`config.mk`:
```
export PLATFORM = sky130hd
export DESIGN_NAME = spart_rx
export DESIGN_NICKNAME = d
export VERILOG_FILES = /design/src/rtl/spart_rx.sv
export SDC_FILE = /design/constraint.sdc
export NUM_CORES = 1
export LEC_CHECK = 0
export ABC_AREA = 0
export BUFFER_PORTS_ARGS = -buffer_cell sky130_fd_sc_hd__buf_2
export CAP_MARGIN = 0
export CORE_MARGIN = 2
export CORE_UTILIZATION = 39
export DETAILED_ROUTE_END_ITERATION = 12
export HOLD_SLACK_MARGIN = 0.08
export PLACE_DENSITY_LB_ADDON = 0.3
export SKIP_LAST_GASP = 1
export SLEW_MARGIN = 25
export SYNTH_ARGS = -nofsm -noshare
export SYNTH_HDL_FRONTEND = slang
export SYNTH_SLANG_ARGS = --single-unit
export TNS_END_PERCENT = 5
```
`constraint.sdc`:
```
create_clock -name clk -period 2.3 [get_ports clk]
set_clock_uncertainty 0.2 [all_clocks]
set_input_delay 0.345 -clock clk [delete_from_list [all_inputs] [get_ports clk]]
set_output_delay 0.345 -clock clk [all_outputs]
set_load 0.05 [all_outputs]
```
`src/rtl/spart_rx.sv`:
```
// SPART receive path: 8N1 deserializer with 16x oversampling off the shared baud divisor.
// Presents each byte with rda / framing_err / overrun flags to the bus side.
`timescale 1ns/1ps
module spart_rx #(
  parameter int unsigned OVERSAMPLE  = 16,
  parameter int unsigned SYNC_STAGES = 2
) (
  input  logic        clk,
  input  logic        rst,
  input  logic        rxd,
  input  logic [15:0] divisor,
  input  logic        rx_rd,
  output logic [7:0]  rx_data,
  output logic        rda,
  output logic        framing_err,
  output logic        overrun,
  output logic        rx_busy
);

  localparam int unsigned DIV_W = 16;
  localparam int unsigned TCW   = 4;
  localparam int unsigned BCW   = 3;
  localparam int unsigned DW    = 8;
  localparam logic [TCW-1:0] TC_MID = TCW'(OVERSAMPLE / 2 - 1);
  localparam logic [TCW-1:0] TC_END = TCW'(OVERSAMPLE - 1);

  typedef enum logic [1:0] {
    S_IDLE,
    S_START,
    S_DATA,
    S_STOP
  } state_t;

  logic [SYNC_STAGES-1:0] r_sync;
  logic [DIV_W-1:0]       r_baud;
  state_t                 r_state;
  logic [TCW-1:0]         r_tcnt;
  logic [BCW-1:0]         r_bcnt;
  logic [DW-1:0]          r_shift;
  logic                   r_line_ok;

  logic                   w_rxs;
  logic                   w_tick;
  logic [DIV_W-1:0]       w_reload;
  state_t                 w_state_nxt;
  logic [TCW-1:0]         w_tcnt_nxt;
  logic [BCW-1:0]         w_bcnt_nxt;
  logic [DW-1:0]          w_shift_nxt;
  logic                   w_complete;

  // rxd metastability synchronizer; resets to the idle-high line level
  always_ff @(posedge clk or negedge rst) begin
    if (!rst) r_sync <= '1;
    else      r_sync <= {r_sync[SYNC_STAGES-2:0], rxd};
  end

  assign w_rxs = r_sync[SYNC_STAGES-1];

  // Free-running baud tick down-counter; divisor 0 and 1 both give a tick every clk
  assign w_tick   = (r_baud == '0);
  assign w_reload = (divisor <= DIV_W'(1)) ? '0 : divisor - DIV_W'(1);

  always_ff @(posedge clk or negedge rst) begin
    if (!rst)        r_baud <= '0;
    else if (w_tick) r_baud <= w_reload;
    else             r_baud <= r_baud - DIV_W'(1);
  end

  // Frame FSM state and datapath registers
  always_ff @(posedge clk or negedge rst) begin
    if (!rst) begin
      r_state <= S_IDLE;
      r_tcnt  <= '0;
      r_bcnt  <= '0;
      r_shift <= '0;
    end else begin
      r_state <= w_state_nxt;
      r_tcnt  <= w_tcnt_nxt;
      r_bcnt  <= w_bcnt_nxt;
      r_shift <= w_shift_nxt;
    end
  end

  always_comb begin
    w_state_nxt = r_state;
    w_tcnt_nxt  = r_tcnt;
    w_bcnt_nxt  = r_bcnt;
    w_shift_nxt = r_shift;
    w_complete  = 1'b0;
    if (w_tick) begin
      case (r_state)
        S_IDLE: begin
          if (!w_rxs && r_line_ok) begin
            w_state_nxt = S_START;
            w_tcnt_nxt  = '0;
          end
        end
        S_START: begin
          if (r_tcnt == TC_MID) begin
            w_tcnt_nxt = '0;
            if (!w_rxs) begin
              w_state_nxt = S_DATA;
              w_bcnt_nxt  = '0;
            end else begin
              w_state_nxt = S_IDLE;
            end
          end else begin
            w_tcnt_nxt = r_tcnt + TCW'(1);
          end
        end
        S_DATA: begin
          if (r_tcnt == TC_END) begin
            w_shift_nxt = {w_rxs, r_shift[DW-1:1]};
            w_tcnt_nxt  = '0;
            w_bcnt_nxt  = r_bcnt + BCW'(1);
            if (r_bcnt == BCW'(DW - 1)) w_state_nxt = S_STOP;
          end else begin
            w_tcnt_nxt = r_tcnt + TCW'(1);
          end
        end
        S_STOP: begin
          if (r_tcnt == TC_END) begin
            w_state_nxt = S_IDLE;
            w_tcnt_nxt  = '0;
            w_complete  = 1'b1;
          end else begin
            w_tcnt_nxt = r_tcnt + TCW'(1);
          end
        end
        default: w_state_nxt = S_IDLE;
      endcase
    end
  end

  // Bus-facing flags; a completing frame takes priority over a concurrent read
  always_ff @(posedge clk or negedge rst) begin
    if (!rst) begin
      rx_data     <= '0;
      rda         <= 1'b0;
      framing_err <= 1'b0;
      overrun     <= 1'b0;
    end else if (w_complete) begin
      rx_data     <= r_shift;
      rda         <= 1'b1;
      framing_err <= ~w_rxs;
      overrun     <= rda & ~rx_rd;
    end else if (rx_rd && rda) begin
      rda         <= 1'b0;
      framing_err <= 1'b0;
      overrun     <= 1'b0;
    end
  end

  // A stuck-low line after a bad stop bit must go high before another start is accepted
  always_ff @(posedge clk or negedge rst) begin
    if (!rst)                       r_line_ok <= 1'b1;
    else if (w_tick && w_rxs)       r_line_ok <= 1'b1;
    else if (w_complete && !w_rxs)  r_line_ok <= 1'b0;
  end

  assign rx_busy = (r_state != S_IDLE);

endmodule

```
; After elaboration in Yosys (flattened, before gate mapping)
; Cells that the tools add are included.
[totals]
ff_bits = 47
in_bits = 20
output_inout_bits = 12
elab_cells = 73
[op_classes]
add_sub_neg = 4
n_lt_le_gt_ge = 1
eq_ne = 12
mux = 26
bitwise_logic = 3
reduce_logical = 16
[ops]
columns = op, count
row1 = $mux 16, 2
row2 = $sub 16x1->16 const B, 2
row3 = $le 16x1->1 const B, 1
row4 = $logic_not 16->1, 1
row5 = $mux 2, 6
row6 = $mux 4, 3
row7 = $ne 2x2->1 const B, 6
row8 = $pmux 4 s3, 1
row9 = $mux 1, 9
row10 = $mux 3, 3
row11 = $pmux 2 s4, 1
row12 = $reduce_bool 2->1, 4
row13 = $pmux 3 s2, 1
row14 = $reduce_and 6->1, 1
row15 = $reduce_and 5->1, 1
row16 = $add 4x1->4 const B, 1
row17 = $eq 2x2->1 const B, 2
row18 = $eq 4x3->1 const B, 1
row19 = $eq 4x4->1 const B, 1
row20 = $logic_and 1x1->1, 4
row21 = $add 3x1->3 const B, 1
row22 = $eq 3x3->1 const B, 1
row23 = $reduce_and 3->1, 1
row24 = $eq 2x1->1 const B, 1
row25 = 6 further kinds, 7

; Logic depth before layout (Yosys ltp)
[logic_depth]
word_depth = 7
mapped_depth = 7
ltp_nobuf = 6

; Least setup slack after synthesis
; No wires, ideal clock.
[synth_timing]
kind = reg2reg
startpoint = register (tool-made name)
endpoint = register (tool-made name)
setup_ps = 125
arrival_ps = 1993
required_time_ps = 1975
slack_ps = -18
path_stages_with_launch = 7
n_path_buf = 2
synth_period_minus_slack_ps = 2318
cell_sequence = dfrtp_1 > clkbuf_1 > or2_2 > clkbuf_1 > o21ai_0 > nand3_1 > mux2_2

; Final worst setup path
[layout_timing]
startpoint = register r_baud[0]
endpoint = register r_shift[4]
[layout_between]
elab_chain_cells = 2
[layout_rtl]
columns = element, line
row1 = from (decl), 35  ; logic [DIV_W-1:0] r_baud;
row2 = from (signal assigned), 65  ; else if (w_tick) r_baud <= w_reload;
row3 = from (signal assigned), 66  ; else r_baud <= r_baud - DIV_W'(1);
row4 = $logic_not 16->1, 60  ; assign w_tick = (r_baud == '0);
row5 = $reduce_and 3->1 (no line), n/a
row6 = to (signal assigned), 80  ; r_shift <= w_shift_nxt;
row7 = to (decl), 39  ; logic [DW-1:0] r_shift;
; No other way between the ends.
; A chain may end at the register's enable or synchronous reset.

==> out/qor.tcl <==
set qor(status) {completed}
set qor(grt_util_all_layers_pct) 15.54
set qor(crit_arrival_ps) 2220
set qor(final_period_minus_worst_setup_slack_ps) 2224
set qor(overflow) 0
set qor(ios) 32
set qor(drcViolationCount) 0
set qor(critical-path-top-delay-family) {simple AND/OR/NAND/NOR gates}
set qor(synth_area_per_cell_um2) 10.70
set qor(cts_inserted_buffers) 5
set qor(mappedNetlistArea_um2) 2698
set qor(synth_warnings) 0
set qor(hold_viol) 0
set qor(gp_congestion) 0.7690
set qor(clock_root_buffer_master) {sky130_fd_sc_hd__clkbuf_8}
set qor(pwr_density_cell_nw_per_um2) 484.7
set qor(post_synthesis_share_of_cell_area_spent_on_xor_and_xnor_gates_pct) 6.818
set qor(synth-edff-count) 0
set qor(crit_chain) {inv_1, ha_1, nor4b_2, and4_1, and4_2, mux2_2}
set qor(finalSetupViolations) 0
set qor(post-place-ws_ps) -12.90
set qor(finalNonFillerCells) 383
set qor(synth_cells) 252
set qor(most_common_cell_after_layout_fill_and_taps_aside) {sky130_fd_sc_hd__dfrtp_1}
set qor(start_kind) {flop}
set qor(critical_path.slowest_cell) {sky130_fd_sc_hd__dfrtp_1}
set qor(antenna_found_initial) 0
set qor(placement_rows) 30
set qor(rsz0062_at_grt) {true}
set qor(fmax_ghz) 0.4496
set qor(synth_adder_area_share_pct) 3.247
set qor(postRouteAntennaNets) 0
set qor(crit_required_ps) 2300
set qor(total_buffers_and_inverters_traversed_by_the_critical_path) 1
set qor(area_growth_syn_to_layout_pct) 18.97
set qor(grt_max_degree) 25
set qor(path_clk_slew_ps) 90
set qor(layout.cells.most_common_list) {44 x sky130_fd_sc_hd__dfrtp_1, 31 x sky130_fd_sc_hd__buf_2, 18 x sky130_fd_sc_hd__buf_4, 15 x sky130_fd_sc_hd__xor2_1}
set qor(yosysSeqAreaShare_pct) 43.74
set qor(initialDrtViolationCount) 103
set qor(core_area_um2) 6756
set qor(floorplan.die_area_um2) 7598
set qor(worst_slew_margin_rel_pct) 55.68
set qor(final_max_slew_viol_count) 0
set qor(routed_wire_length_per_instance_um) 14.32
set qor(cell_variety_after_synth) 51
set qor(cts_tree) {built}
set qor(htree_levels) 2
set qor(leakagePower_uw) 0.001416
set qor(post_route_cells_drive_above_1_share_pct) 30.36
set qor(initial_core_util_pct) 39.93
set qor(synth_compound_area_share_pct) 12.20
set qor(post_drt_via_cell_ratio) 5.441
set qor(clock_latency_ps) 310
set qor(setup-tns-final_ps) 0
set qor(finalCoreUtilization_pct) 47.50
set qor(worst_ir_drop_vdd_mv) 0.2166
set qor(wirelength_mm) 5.486
set qor(vias_in_the_first_global_route) 2002
set qor(synthSimpleGateAreaFrac_pct) 20.64
set qor(ys_seq_elements) 47
set qor(timing.critical_path.fanout_max) 8
set qor(floorplan.die.height_um) 87.17
set qor(final_worst_hold_slack_ps) 160.5
set qor(timing.hold.worst.class) {reg2reg}
set qor(grt_pass1_wl_mm) 9.246
set qor(numClockSinks) 47
set qor(drtPass1Iterations) 4
set qor(final_critical_path_setup_slack_ps) 75.65
set qor(critical_path.max_stage_delay_ps) 410
set qor(dpl.hpwl_mm) 4.160
set qor(die_w_um) 87.17
set qor(synth_flop_cell) {sky130_fd_sc_hd__dfrtp_1}
set qor(cts_buffer_depth) 2
set qor(critPathCaptureType) {flop}
set qor(main_combinational_cell_family_by_area_after_synthesis) {simple AND/OR/NAND/NOR gates}
set qor(route.vias.total) 2084
set qor(finish.net_count) 329
set qor(synthesis.nets) 279
set qor(maxCapViolations) 0
set qor(crit_type) {reg2reg}
set qor(final.period_utilization_pct) 96.71
set qor(synth.area.mux_share_pct) 9.879
set qor(postSynth.asyncResetShare_pct) 100.0
set qor(placed_cells_incl_taps) 370
set qor(tightest_slew_ps) 658.8
set qor(port_buffers) 31
set qor(antenna-diode-count) 0
metal layers:
| layer | vias up | GRT usage [%] | part of all wire [%] |
|---|---|---|---|
| met5 | - | 0 | 0 |
| li1 | 1029 | - | - |
| met3 | 7 | 3.128 | 3.6 |
| met4 | 0 | 4.615 | 1.5 |
| met2 | 41 | 26.16 | 47 |
| met1 | 1007 | 20.20 | 47 |
worst paths after layout:
path / start / to / slack [ps] / cells past startpoint
max: r_baud[0] / r_shift[4] / 80 / 6
min: r_sync[0] / r_sync[1] / 160 / 0
max in group asynchronous: rst / r_line_ok / 910 / 3
min reg2reg: r_sync[0] / r_sync[1] / 160 / 0
min in group asynchronous: rst / r_bcnt[2] / 380 / 2
max reg2reg: r_baud[0] / r_shift[4] / 80 / 6
per-stage QoR:
| stage | total power [µW] | area (µm²) |
|---|---|---|
| 6_report | 1556 | 3209 |
| 5_1_grt | 1614 | 3209 |
| 4_1_cts | 1570 | 3202 |
| 3_5_place_dp | 944.4 | 3044 |
| 3_3_place_gp | 942.3 | 3044 |
| 2_1_floorplan | 882.5 | 2699 |
synthesized netlist by cell type, types with 3 or more instances:
cell type | count | area (µm²)
sky130_fd_sc_hd__nor4_4 | 3 | 63.81
sky130_fd_sc_hd__ha_1 | 7 | 87.58
sky130_fd_sc_hd__o22ai_1 | 6 | 37.54
sky130_fd_sc_hd__xor2_1 | 15 | 131.4
sky130_fd_sc_hd__mux2i_1 | 3 | 30.03
sky130_fd_sc_hd__mux2_2 | 13 | 146.4
sky130_fd_sc_hd__nand2_1 | 12 | 45.04
sky130_fd_sc_hd__nand4_1 | 5 | 31.28
sky130_fd_sc_hd__dfstp_2 | 3 | 78.83
sky130_fd_sc_hd__o31a_1 | 3 | 26.28
sky130_fd_sc_hd__nor4_1 | 7 | 43.79
sky130_fd_sc_hd__dfrtp_1 | 44 | 1101
sky130_fd_sc_hd__xnor2_1 | 6 | 52.55
sky130_fd_sc_hd__nor2_1 | 13 | 48.80
sky130_fd_sc_hd__mux2_4 | 6 | 90.09
sky130_fd_sc_hd__nand2b_1 | 4 | 25.02
sky130_fd_sc_hd__inv_1 | 10 | 37.54
sky130_fd_sc_hd__buf_2 | 3 | 15.01
sky130_fd_sc_hd__o21ai_0 | 9 | 45.04
sky130_fd_sc_hd__a21oi_1 | 5 | 25.02
sky130_fd_sc_hd__clkbuf_1 | 6 | 22.52
sky130_fd_sc_hd__o31ai_1 | 11 | 82.58
sky130_fd_sc_hd__nand3_1 | 9 | 45.04
sky130_fd_sc_hd__nor3_1 | 9 | 45.04
sky130_fd_sc_hd__o21a_1 | 3 | 22.52
repair_timing:
item,in CTS,in global routing
resized for setup,1,0
hold endpoints to repair,26,0
hold buffers,4,0
setup endpoints to repair,2,20
pin swaps,0,1
setup buffers,0,1
state kept, by name (all words and copies together), names as in the netlist, named ones only:
signal,count
framing_err,1
r_shift,8
rx_data,8
r_sync,2
r_baud,16
rda,1
r_tcnt,4
overrun,1
r_state,1
r_line_ok,1
r_bcnt,3
cell type report:
| type | count | area [µm²] |
|---|---|---|
| clock buffer | 5 | 68.82 |
| clock inverter | 3 | 47.55 |
| fill | 630 | 3547 |
| inverter | 10 | 37.54 |
| multi-input combinational | 184 | 1425 |
| sequential | 47 | 1180 |
| tap | 80 | 100.1 |
| timing repair buffer | 54 | 350.3 |
kinds of logic after synthesis:
group | after synthesis
AOI/OAI and AO/OA | 47
xor gates and xnor gates | 21
adders and majority gates | 7
buffers and inverters | 21
DFF | 47
muxes | 22
and+or+nand+nor | 87
report_power, final:
| part | total [µW] | switching [µW] | internal, µW |
|---|---|---|---|
| Clock | 624 | 294 | 329 |
| Sequential | 833 | 2.99 | 830 |
| Combinational | 98.6 | 60.5 | 38.1 |
Power figures use the tool's default switching activity.
